File: src/rtl/uart_tx_pkg.sv
// Shared types for the UART packet transmitter: parity modes and FSM states.
package uart_tx_pkg;

    typedef enum logic [1:0] {
        PAR_NONE  = 2'b00,
        PAR_EVEN  = 2'b01,
        PAR_ODD   = 2'b10,
        PAR_NONE2 = 2'b11
    } parity_mode_t;

    typedef enum logic [2:0] {
        IDLE,
        LOAD,
        START,
        DATA,
        PARITY,
        STOP,
        GAP
    } tx_state_t;

    function automatic logic parity_enabled(input parity_mode_t mode);
        return (mode == PAR_EVEN) || (mode == PAR_ODD);
    endfunction

endpackage

File: src/rtl/uart_tx_fifo.sv
// Synchronous first-word-fall-through FIFO; full/empty derive from the registered level.
module uart_tx_fifo #(
    parameter int DATA_W     = 8,
    parameter int FIFO_DEPTH = 16
) (
    input  logic                          clk,
    input  logic                          rst,
    input  logic                          push,
    input  logic [DATA_W-1:0]             push_data,
    input  logic                          pop,
    output logic [DATA_W-1:0]             pop_data,
    output logic                          full,
    output logic                          empty,
    output logic [$clog2(FIFO_DEPTH):0]   level
);
    import uart_tx_pkg::*;

    localparam int ADDR_W = $clog2(FIFO_DEPTH);
    localparam int LVL_W  = ADDR_W + 1;

    logic [DATA_W-1:0] mem [FIFO_DEPTH];
    logic [ADDR_W-1:0] wr_ptr;
    logic [ADDR_W-1:0] rd_ptr;
    logic              push_ok;
    logic              pop_ok;

    assign full     = (level == LVL_W'(FIFO_DEPTH));
    assign empty    = (level == '0);
    assign push_ok  = push && !full;
    assign pop_ok   = pop && !empty;
    assign pop_data = mem[rd_ptr];

    // NOTE: the storage array is not reset; pointers and level alone decide which entries are valid.
    always_ff @(posedge clk) begin
        if (push_ok) begin
            mem[wr_ptr] <= push_data;
        end
    end

    // NOTE: sequential state uses <= only, so every register samples pre-edge values.
    always_ff @(posedge clk or posedge rst) begin
        if (rst) begin
            wr_ptr <= '0;
            rd_ptr <= '0;
            level  <= '0;
        end else begin
            if (push_ok) wr_ptr <= wr_ptr + ADDR_W'(1);
            if (pop_ok)  rd_ptr <= rd_ptr + ADDR_W'(1);
            case ({push_ok, pop_ok})
                2'b10:   level <= level + LVL_W'(1);
                2'b01:   level <= level - LVL_W'(1);
                default: level <= level;
            endcase
        end
    end

endmodule

File: src/rtl/uart_tx_packet_engine.sv
// UART packet transmitter: packet sequencing, frame serialisation and input buffering.
// Every serial bit starts on a clock_enable tick, so each bit lasts exactly one tick interval.
module uart_tx_packet_engine #(
    parameter int DATA_W     = 8,
    parameter int FIFO_DEPTH = 16,
    parameter int CNT_W      = 15,
    parameter int GAP_W      = 2
) (
    input  logic                          system_clock,
    input  logic                          rst,
    input  logic                          clock_enable,
    input  logic                          start,
    input  logic [CNT_W-1:0]              num_words,
    input  logic [1:0]                    parity_mode,
    input  logic                          stop_bits,
    input  logic [GAP_W-1:0]              delay,
    input  logic [DATA_W-1:0]             wr_data,
    input  logic                          wr_valid,
    output logic                          wr_ready,
    output logic                          tx,
    output logic                          busy,
    output logic                          done,
    output logic [CNT_W-1:0]              data_counter,
    output logic [7:0]                    packet_counter,
    output logic [$clog2(FIFO_DEPTH):0]   fifo_level
);
    import uart_tx_pkg::*;

    localparam logic [3:0] LAST_BIT = 4'(DATA_W);

    tx_state_t          state;
    logic [DATA_W-1:0]  shift_reg;
    logic [DATA_W-1:0]  fifo_data;
    logic               fifo_full;
    logic               fifo_empty;
    logic               pop;
    logic [CNT_W-1:0]   num_words_q;
    logic [CNT_W-1:0]   sent_after;
    logic               par_en;
    logic               par_odd;
    logic               par_bit;
    logic               stop_q;
    logic               stop_cnt;
    logic [GAP_W-1:0]   delay_q;
    logic [GAP_W-1:0]   gap_cnt;
    logic [3:0]         bit_cnt;
    logic               frame_end;
    logic               more;

    assign wr_ready = !fifo_full;

    uart_tx_fifo #(
        .DATA_W     (DATA_W),
        .FIFO_DEPTH (FIFO_DEPTH)
    ) u_fifo (
        .clk       (system_clock),
        .rst       (rst),
        .push      (wr_valid),
        .push_data (wr_data),
        .pop       (pop),
        .pop_data  (fifo_data),
        .full      (fifo_full),
        .empty     (fifo_empty),
        .level     (fifo_level)
    );

    // A frame ends on the tick closing its last stop bit (no gap) or its last gap bit.
    // The next word is popped on that same tick so back-to-back frames have no idle tick.
    // NOTE: every signal written here gets a default first, so no latch can be inferred.
    always_comb begin
        frame_end  = 1'b0;
        sent_after = data_counter;
        if (clock_enable) begin
            if (state == STOP && stop_cnt == stop_q) begin
                sent_after = data_counter + CNT_W'(1);
                frame_end  = (delay_q == '0);
            end else if (state == GAP && gap_cnt == delay_q) begin
                frame_end = 1'b1;
            end
        end
        more = (sent_after < num_words_q);
        pop  = clock_enable && !fifo_empty && (state == LOAD || (frame_end && more));
    end

    always_ff @(posedge system_clock or posedge rst) begin
        if (rst) begin
            state          <= IDLE;
            tx             <= 1'b1;
            busy           <= 1'b0;
            done           <= 1'b0;
            data_counter   <= '0;
            packet_counter <= '0;
            shift_reg      <= '0;
            num_words_q    <= '0;
            par_en         <= 1'b0;
            par_odd        <= 1'b0;
            par_bit        <= 1'b0;
            stop_q         <= 1'b0;
            stop_cnt       <= 1'b0;
            delay_q        <= '0;
            gap_cnt        <= '0;
            bit_cnt        <= '0;
        end else begin
            done <= 1'b0;
            case (state)
                IDLE: begin
                    if (start && num_words != '0) begin
                        num_words_q  <= num_words;
                        par_en       <= parity_enabled(parity_mode_t'(parity_mode));
                        par_odd      <= (parity_mode_t'(parity_mode) == PAR_ODD);
                        stop_q       <= stop_bits;
                        delay_q      <= delay;
                        data_counter <= '0;
                        busy         <= 1'b1;
                        state        <= LOAD;
                    end
                end
                START: begin
                    if (clock_enable) begin
                        tx        <= shift_reg[0];
                        shift_reg <= shift_reg >> 1;
                        bit_cnt   <= 4'd1;
                        state     <= DATA;
                    end
                end
                DATA: begin
                    if (clock_enable) begin
                        if (bit_cnt == LAST_BIT) begin
                            if (par_en) begin
                                tx    <= par_bit;
                                state <= PARITY;
                            end else begin
                                tx       <= 1'b1;
                                stop_cnt <= 1'b0;
                                state    <= STOP;
                            end
                        end else begin
                            tx        <= shift_reg[0];
                            shift_reg <= shift_reg >> 1;
                            bit_cnt   <= bit_cnt + 4'd1;
                        end
                    end
                end
                PARITY: begin
                    if (clock_enable) begin
                        tx       <= 1'b1;
                        stop_cnt <= 1'b0;
                        state    <= STOP;
                    end
                end
                STOP: begin
                    if (clock_enable) begin
                        if (stop_cnt == stop_q) begin
                            data_counter <= sent_after;
                            if (delay_q != '0) begin
                                gap_cnt <= GAP_W'(1);
                                state   <= GAP;
                            end
                        end else begin
                            stop_cnt <= 1'b1;
                        end
                    end
                end
                GAP: begin
                    if (clock_enable && gap_cnt != delay_q) begin
                        gap_cnt <= gap_cnt + GAP_W'(1);
                    end
                end
                default: ;
            endcase

            if (frame_end) begin
                if (more) begin
                    state <= LOAD;
                end else begin
                    done           <= 1'b1;
                    busy           <= 1'b0;
                    packet_counter <= packet_counter + 8'd1;
                    state          <= IDLE;
                end
            end

            // Launch a frame: load the word, latch its parity, drive the start bit.
            if (pop) begin
                shift_reg <= fifo_data;
                par_bit   <= par_odd ? ~^fifo_data : ^fifo_data;
                tx        <= 1'b0;
                state     <= START;
            end
        end
    end

endmodule

File: config.mk
export PLATFORM = sky130hd
export DESIGN_NAME = uart_tx_packet_engine
export DESIGN_NICKNAME = d
export VERILOG_FILES = /design/src/rtl/uart_tx_pkg.sv /design/src/rtl/uart_tx_fifo.sv /design/src/rtl/uart_tx_packet_engine.sv
export SDC_FILE = /design/constraint.sdc
export NUM_CORES = 1
export LEC_CHECK = 0
export ABC_AREA = 1
export ABC_CLOCK_PERIOD_IN_PS = 4800
export CORE_UTILIZATION = 35
export CTS_CLUSTER_DIAMETER = 100
export DETAILED_ROUTE_END_ITERATION = 10
export PLACE_DENSITY = 0.55
export SLEW_MARGIN = 15
export SYNTH_ARGS = -nofsm -noshare
export SYNTH_HDL_FRONTEND = slang
export SYNTH_HIERARCHICAL = 1
export SYNTH_SLANG_ARGS = --single-unit
export TNS_END_PERCENT = 10
File: constraint.sdc
create_clock -name system_clock -period 4.8 [get_ports system_clock]
set_clock_uncertainty 0.15 [all_clocks]
set_input_delay 0.96 -clock system_clock [delete_from_list [all_inputs] [get_ports system_clock]]
set_output_delay 0.96 -clock system_clock [all_outputs]
set_load 0.01 [all_outputs]
Word-level counts from Yosys, hierarchy flattened
Memories as Yosys holds them, arrays and structs flattened.
Cells that the tools add are included.
- flip-flop bits (word level): 78
- bits in writable memories: 128
- input port bits: 33
- output and inout bits: 32
- word-level logic and storage cells: 166
- memories: 1
- add/subtract/negate cells: 8
- magnitude comparators: 1
- equality and inequality tests: 39
- multiplexer cells: 60
- bitwise gates (word level): 1
- reductions and logical operators: 37
- memories (name ; depth ; width ; read ports ; clocked after Yosys merged registers in ; write ports ; RTL line ; text):
    u_fifo.mem ; 16 ; 8 ; 1 ; 0 ; 1 ; uart_tx_fifo.sv:21 ; logic [DATA_W-1:0] mem [FIFO_DEPTH];
- operator list (operator ; count):
    $mux 15 ; 5
    $mux 8 ; 4
    $mux 3 ; 10
    $pmux 15 s2 ; 1
    $mux 1 ; 26
    $ne 4x3->1 const B ; 6
    $ne 2x2->1 const B ; 9
    $pmux 8 s2 ; 1
    $reduce_and 4->1 ; 4
    $add 15x1->15 const B ; 1
    $lt 15x15->1 ; 1
    $pmux 3 s5 ; 1
    $reduce_bool 15->1 ; 1
    $add 4x1->4 const B ; 3
    $mux 4 ; 3
    $ne 3x2->1 const B ; 4
    $pmux 5 s2 ; 1
    $reduce_bool 2->1 ; 5
    $eq 3x3->1 const B ; 3
    $logic_and 1x1->1 ; 9
    $reduce_and 9->1 ; 1
    $add 8x1->8 const B ; 1
    $mux 2 ; 4
    $ne 4x2->1 const B ; 2
    other kinds (30) ; 40

Longest topological paths before layout
Gate-level depths: netlist of the first run.
- depth after elaboration: 11
- depth in mapped cells: 35
- depth with buffers taken out: 33

Cells and area by module
Netlist of the first run, hierarchy kept.
- modules (own cells, without submodules) (module ; instances ; cells each ; area an instance (sq um) ; sequential area each (sq um)):
    uart_tx_fifo ; 1 ; 625 ; 6237.2 ; 4169.0
    uart_tx_packet_engine ; 1 ; 462 ; 3773.6 ; 1627.8

Worst setup path before layout of the first run
OpenSTA, ideal clock, no wires.
- path type: input-to-reg
- start point: in clock_enable
- end point: reg u_fifo.level[4]
- setup time: 117 ps
- data arrival time: 4267 ps
- data required time: 4533 ps
- path slack: 267 ps
- cell stages on the path: 31
- buffers on the path: 2
- path through: nand3_2 buf_6 clkinv_2 nand2_1 inv_1 nand2_1 inv_1 nand4_1 xor2_1 inv_1 ha_1 a21oi_1 o221a_2 nand3_2 nand2_4 nand2_4 buf_6 inv_1 nand2_1 inv_1 ha_1 inv_1 fa_1 inv_1 nand2_1 nand2_1 nand2_1 nand2_1 nand2_1 nand2_1 nand2_1
- word-level cells in the longest chain between the ends: 8
- elaborated cells between the ends (all ways): 12
- classes of those cells: order compare (1); eq/ne (2); mux (3); reduce/logical (6)
- RTL lines (what ; RTL line ; text):
    start: declaration ; uart_tx_packet_engine.sv:11 ; input logic clock_enable,
    $mux 15 ; uart_tx_packet_engine.sv:73 ; if (clock_enable) begin
    $lt 15x15->1 ; uart_tx_packet_engine.sv:81 ; more = (sent_after < num_words_q);
    $logic_and 1x1->1 ; uart_tx_packet_engine.sv:82 ; pop = clock_enable && !fifo_empty && (state == LOAD || (frame_end && more));
    $logic_or 1x1->1 ; uart_tx_packet_engine.sv:82 ;
    $logic_and 1x1->1 * ; uart_tx_packet_engine.sv:82 ;
    via pop ; uart_tx_packet_engine.sv:36 ; logic pop;
    $logic_and 1x1->1 * ; uart_tx_fifo.sv:30 ; assign pop_ok = pop && !empty;
    via u_fifo.pop_ok ; uart_tx_fifo.sv:25 ; logic pop_ok;
    $eq 2x1->1 or $eq 2x2->1 (tied branches) ; uart_tx_fifo.sv:49 ; case ({push_ok, pop_ok})
    $pmux 5 s2 or $reduce_bool 2->1 (tied branches) ; -- ;
    end signal: assignment ; uart_tx_fifo.sv:50 ; 2'b10: level <= level + LVL_W'(1);
    end signal: assignment ; uart_tx_fifo.sv:51 ; 2'b01: level <= level - LVL_W'(1);
    end signal: assignment ; uart_tx_fifo.sv:52 ; default: level <= level;
    end: declaration ; uart_tx_fifo.sv:14 ; output logic [$clog2(FIFO_DEPTH):0] level
Mark *: on every way through the listed nets, which the timed path passes. The rest lies on a longest branch.
A chain may end at the register's enable or synchronous reset.

Worst setup path after layout of the first run
- start point: reg state[2]
- end point: reg u_fifo.level[4]
- word-level cells in the longest chain between the ends: 11
- elaborated cells between the ends (all ways): 19
- classes of those cells: order compare (1); eq/ne (5); mux (6); reduce/logical (7)
- RTL lines (what ; RTL line ; text):
    start: declaration ; uart_tx_packet_engine.sv:31 ; tx_state_t state;
    start signal: assignment ; uart_tx_packet_engine.sv:87 ; state <= IDLE;
    start signal: assignment ; uart_tx_packet_engine.sv:115 ; state <= LOAD;
    start signal: assignment ; uart_tx_packet_engine.sv:123 ; state <= DATA;
    $eq 3x3->1 (on tied branches) ; uart_tx_packet_engine.sv:74, uart_tx_packet_engine.sv:77 ;
    $logic_and 1x1->1 (on tied branches) ; uart_tx_packet_engine.sv:74, uart_tx_packet_engine.sv:77 ;
    $mux 15 or $mux 1 (tied branches) ; uart_tx_packet_engine.sv:74, uart_tx_packet_engine.sv:77 ;
    $mux 15 or $mux 1 (tied branches) ; uart_tx_packet_engine.sv:73, uart_tx_packet_engine.sv:74 ;
    $lt 15x15->1 or $mux 1 (tied branches) ; uart_tx_packet_engine.sv:81, uart_tx_packet_engine.sv:73 ;
    $logic_and 1x1->1 ; uart_tx_packet_engine.sv:82 ;
    $logic_or 1x1->1 * ; uart_tx_packet_engine.sv:82 ;
    $logic_and 1x1->1 * ; uart_tx_packet_engine.sv:82 ;
    via pop ; uart_tx_packet_engine.sv:36 ;
    $logic_and 1x1->1 * ; uart_tx_fifo.sv:30 ;
    via u_fifo.pop_ok ; uart_tx_fifo.sv:25 ;
    $eq 2x1->1 or $eq 2x2->1 (tied branches) ; uart_tx_fifo.sv:49 ;
    $pmux 5 s2 or $reduce_bool 2->1 (tied branches) ; -- ;
Marked as above.

==> results of run 1 <==
metrics by stage:
stage | TNS, ns | setup WS (ns)
global placement | -0.215 | -0.151
global route | 0 | 0.00728
floorplan | 0 | 0.267
detailed placement | -0.433 | -0.229
CTS | 0 | 0.291
finish | 0 | 0.517
power by group:
group	internal [uW]	switching [uW]	leakage (uW)
Combinational	823	1490	0.00293
Sequential	2200	180	0.00212
Clock	925	689	0.000336
Total	3950	2360	0.00539
metal layers:
layer	global-route usage [%]	wire, um
met1	22.2	10600
met2	25.4	10100
met3	2.59	1050
met4	5.16	610
met5	0	0
worst max-delay path: cells and delay by family, from the launching register on:
family	cells	cell delay [ns]
DFF	1	0.44
adders and majority gates	3	0.86
AOI/OAI and AO/OA	2	0.35
buffers and inverters	8	0.66
and+or+nand+nor	19	1.71
cell usage after synthesis (all sizes together):
master / count
a21oi: 31
nand2: 350
dfstp: 1
fa: 1
nor3: 9
o31ai: 2
a211oi: 2
o22ai: 6
nor2: 106
clkbuf: 7
dfrtp: 77
buf: 22
xor2: 23
a2111oi: 1
o21a: 1
ha: 28
o221a: 1
mux2: 4
nor4: 7
nand3: 86
or2: 1
edfxtp: 128
xnor2: 13
o21ai: 24
inv: 142
nand4: 10
o2111ai: 2
clkinv: 2
worst min path at each step:
| stage | to | cells after the start | from | slack [ns] |
|---|---|---|---|---|
| floorplan | shift_reg[7] | 2 | shift_reg[7] | 0.29 |
| global placement | shift_reg[7] | 2 | shift_reg[7] | 0.31 |
| detailed placement | packet_counter[7] | 1 | packet_counter[7] | 0.31 |
| CTS | packet_counter[7] | 1 | packet_counter[7] | 0.32 |
| global route | packet_counter[7] | 1 | packet_counter[7] | 0.35 |
| finish | packet_counter[7] | 1 | packet_counter[7] | 0.32 |
cell type report:
class | count | share of cell area (%)
flip-flops and latches | 206 | 48.8
multi-input cells | 708 | 29.7
repair buffers | 92 | 7.18
clock buffers | 31 | 5.35
inverters | 144 | 4.60
well taps | 378 | 3.98
clock inverters | 8 | 0.411
cells by family (layout without fill, tap and decap cells):
group / count (synthesis) / after routing
buf+inv: 173 / 275
flops: 206 / 206
xor+xnor: 36 / 36
mux: 4 / 4
simple gates: 569 / 569
fa+ha+maj: 29 / 29
compound gates: 70 / 70
repair_timing:
item                                    CTS  global route
endpoints found under the setup margin    0             2
resized for setup                         0             6
endpoints found under the hold margin     0             0
==> results.toml, run 1 <==
[drt]
routed_wl_um = 22400
viasPerCell = 4.56
drcViolationCount = 0
drt_iter0_markers = 451
dr_total_vias = 7144
antenna_left = 0
first_pass_iters = 5
wl_per_cell_um = 14.3

[global_route]
grt_max_degree = 82
grt_overflow = 0
grt_pass1_vias = 6971
grt_pass1_wl_um = 36700
antenna_found_initial = 0
grt_usage_pct = 16.0

[floorplanning]
core_area_sq_mm = 0.0279
dieArea_sq_mm = 0.0293
initial_utilization_pct = 35.8
die_height_um = 171
rows = 61
dieWidth_um = 171
io_pins = 65

[synthesis]
synth_nets = 1149
synth-simple-area-share_pct = 23.8
yosysWarnings = 6
synthXorXnorAreaFrac_pct = 3.15
synth_top_area_cell = "edfxtp_1"
synth_cells = 1087
synth.avg_cell_area_sq_um = 9.21
ys_seq_area_share_pct = 57.9
synth-compound-area-share_pct = 3.91
synthMuxAreaShare_pct = 0.450
yosys-top-cells-area = "edfxtp_1, dfrtp_1, nand2_1"
synth_cell_type_count = 42
synth_top_family_by_area = "simple AND/OR/NAND/NOR gates"
ys_ff_latch = 206
synth_adder_area_share_pct = 3.70
synth_top_area_share_pct = 38.4
synthesis.area_sq_mm = 0.0100

[sta]
period_needed_ns = 4.28
setup_violations = 0
hold_viol = 0
tightest_slew_ns = 0.881
fmax_mhz = 234
finalCritPeriodShare_pct = 89.2
whs_ns = 0.321
slew_viol_final = 0
relSlewSlack_pct = 41.3
rsz0062_at_grt = "false"

[flow_run]
drv_cap = 0

[cts]
clk_latency_ns = 0.52
cts-root-buf = "clkbuf_16"
tritoncts = "yes"
postCtsSetupRepairBufs = 0
path_clk_slew_ns = 0.06
clock_sinks = 206
cts_hold_buf = 0
clock_path_buffers = 3
cts-htree-levels = 1
numCtsBuffers = 23

[final_layout]
multi_input_area_sq_mm = 0.00352
final_cells = 1567
layout_commonest_cell = "nand2_1"
antenna_cells = 0
largest_reg_flops = 128
drive_above_1_share_pct = 7.99
n_fill_cell = 2766
final_cell_mix = "nand2_1, inv_1, edfxtp_1"
ff_latch_area_sq_mm = 0.00580
top_regs = "u_fifo/mem: 128 flops, data_counter: 15 flops, num_words_q: 15 flops"
area_delta_synth_final_pct = 18.7
post-route-cell-area_sq_mm = 0.0119
fin_nets = 1237
largest-register = "u_fifo/mem"
utilization_pct = 42.5

[worst_setup_path]
slowest_stage = "dfrtp_1"
crit_top_cell = "nand2_1"
crit_path_end_kind = "flop"
critical_path_class = "reg -> reg"
critPathLaunch = "state[2]"
endpoint = "u_fifo/level[4]"
r2r_slack_ns = 0.52
worstReg2RegEnd = "u_fifo/level[4]"
crit_arrival_ns = 4.54
worstPathRequired_ns = 5.06
crit_path_start_kind = "flop"
reg2reg_depth = 32
path_max_fanout = 8
cpPeakStageDelay_ns = 0.44
r2r_start = "state[2]"

[power_and_ir_drop]
ir_worst_vdd_uv = 279
power.density_mw_per_mm2 = 531
cellLeakagePower_uw = 0.00539
finalPower_uw = 6310

[placed_design]
dpl-instance-area_sq_mm = 0.0112
port_buffers = 64
dp.cells = 1528
hpwl_um = 15300
place_congestion = 0.845

[run_status]
status = "complete, no violations"

[hold_path]
min_path_type = "reg -> reg"
(Power assumes the default switching activity.)
==> run 2, diff against run 1 <==
--- a/config.mk
+++ b/config.mk
@@ -10,7 +10,8 @@
 export CORE_UTILIZATION = 35
 export CTS_CLUSTER_DIAMETER = 100
 export DETAILED_ROUTE_END_ITERATION = 10
-export PLACE_DENSITY = 0.55
+export GPL_TIMING_DRIVEN = 0
+export PLACE_DENSITY = 0.6
 export SLEW_MARGIN = 15
 export SYNTH_ARGS = -nofsm -noshare
 export SYNTH_HDL_FRONTEND = slang
==> run 2 against run 1 <==
Clock-buffer cell count shrank 2. Clock power rose by 9%. Final area grew 1.1%. Flip-flop and latch count did not move. Power is 4.1% higher. Sequential share of layout area down 0.55 points. Cell count grew 0.57%. Sequential power about the same. Critical path type is now in -> reg. Critical endpoint unchanged.
==> results.toml, run 2 (synthesis gave the netlist of run 1 again) <==
[sta]
period_needed_ns = 4.48
tightest_slew_ns = 0.874
finalCritPeriodShare_pct = 93.4
setup_violations = 0
hold_viol = 0
fmax_mhz = 223
whs_ns = 0.327
slew_viol_final = 0
relSlewSlack_pct = 41.5

[final_layout]
area_delta_synth_final_pct = 20.0
largest_reg_flops = 128
drive_above_1_share_pct = 8.76
antenna_cells = 0
final_cell_mix = "nand2_1, inv_1, edfxtp_1"
final_cells = 1576
largest-register = "u_fifo/mem"
top_regs = "u_fifo/mem: 128 flops, data_counter: 15 flops, num_words_q: 15 flops"
post-route-cell-area_sq_mm = 0.0120
multi_input_area_sq_mm = 0.00358
ff_latch_area_sq_mm = 0.00580
layout_commonest_cell = "nand2_1"
fin_nets = 1244
n_fill_cell = 2738
utilization_pct = 43.0

[placed_design]
place_congestion = 0.840
dp.cells = 1530
dpl-instance-area_sq_mm = 0.0111
port_buffers = 64
hpwl_um = 16300

[worst_setup_path]
crit_top_cell = "nand2_1"
path_max_fanout = 14
crit_arrival_ns = 4.75
reg2reg_depth = 34
crit_path_end_kind = "flop"
worstPathRequired_ns = 5.07
slowest_stage = "fa_1"
r2r_start = "state[1]"
r2r_slack_ns = 0.33
worstReg2RegEnd = "u_fifo/level[4]"
critical_path_class = "in -> reg"
cpPeakStageDelay_ns = 0.41
crit_path_start_kind = "input pin"

[drt]
dr_total_vias = 7410
wl_per_cell_um = 14.8
viasPerCell = 4.70
antenna_left = 0
drt_iter0_markers = 432
drcViolationCount = 0
first_pass_iters = 7
routed_wl_um = 23300

[global_route]
grt_max_degree = 41
grt_pass1_wl_um = 36900
grt_pass1_vias = 6977
grt_overflow = 0
antenna_found_initial = 0
grt_usage_pct = 16.3

[floorplanning]
core_area_sq_mm = 0.0279
rows = 61
die_height_um = 171
initial_utilization_pct = 35.8
dieWidth_um = 171
io_pins = 65
dieArea_sq_mm = 0.0293

[hold_path]
min_path_type = "reg -> reg"
hold_depth = 1
min_to = "packet_counter[7]"
min_from = "packet_counter[7]"

[cts]
path_clk_slew_ns = 0.06
tritoncts = "yes"
cts-root-buf = "clkbuf_16"
clock_path_buffers = 3
clock_sinks = 206
cts-htree-levels = 1
numCtsBuffers = 23
clk_latency_ns = 0.52
cts_hold_buf = 0

[power_and_ir_drop]
power.density_mw_per_mm2 = 547
ir_worst_vdd_uv = 307
cellLeakagePower_uw = 0.00543

[flow_run]
drv_cap = 0

[run_status]
status = "complete, no violations"
run 2: changes by cell type in the layout (fill, tap and decap cells not counted), moves of 3 or more:
cell / change
clkinv_1: -3
buf_4: -20
nand2_2: +3
nand2_1: -4
bufinv_16: +3
inv_4: +3
buf_2: +15
clkinv_2: +3
clkbuf_1: +7
run 2: worst max path at each step:
stage | start | to | slack, ns
after floorplan | clock_enable | u_fifo/level[4] | 0.27
after global placement | clock_enable | u_fifo/level[4] | -1.11
after detailed placement | clock_enable | u_fifo/level[4] | -1.10
after CTS | state[1] | u_fifo/level[4] | 0.03
after global routing | state[1] | u_fifo/level[4] | -0.02
final | clock_enable | u_fifo/level[4] | 0.32
run 2: through the flow:
step | setup WS, ns | setup TNS, ns | total power, uW
after floorplan | 0.267 | 0 | 4090
after global placement | -1.11 | -4.30 | 4760
after detailed placement | -1.10 | -4.29 | 4800
after CTS | 0.0275 | 0 | 6600
after global routing | -0.0197 | -0.0197 | 7050
final | 0.318 | 0 | 6570
run 2: critical path, delay by kind of cell:
kind | cells | cell delay (ns)
AO/OA/AOI/OAI | 3 | 0.51
adder cells (fa/ha/maj) | 3 | 0.73
buffers and inverters | 9 | 0.97
AND/OR/NAND/NOR | 17 | 1.57
run 2: where the power goes:
group	leakage (uW)	switching, uW	internal [uW]
Clock	0.000375	702	1060
Combinational	0.00293	1580	859
Sequential	0.00212	169	2200
Total	0.00543	2450	4120
run 2: repair_timing:
action,in CTS,in global routing
pin swaps,2,6
gates resized for setup,9,14
buffers inserted,2,4
endpoints found under the setup margin,5,4
run 2: layer usage:
metal	GRT usage, %	wire length (um)	vias to the layer above
met2	27.5	11200	207
met4	3.80	413	0
met3	2.20	1170	27
li1	-	-	3705
met1	22.1	10500	3471
met5	0	0	-
run 2: final cells by class:
| cell class | instances | area share [%] |
|---|---|---|
| Buffer | 28 | 1.22 |
| Clock buffer | 29 | 5.06 |
| Clock inverter | 12 | 1.23 |
| Inverter | 144 | 4.64 |
| Multi-Input combinational cell | 708 | 29.8 |
| Sequential cell | 206 | 48.3 |
| Tap cell | 378 | 3.94 |
| Timing Repair Buffer | 71 | 5.88 |
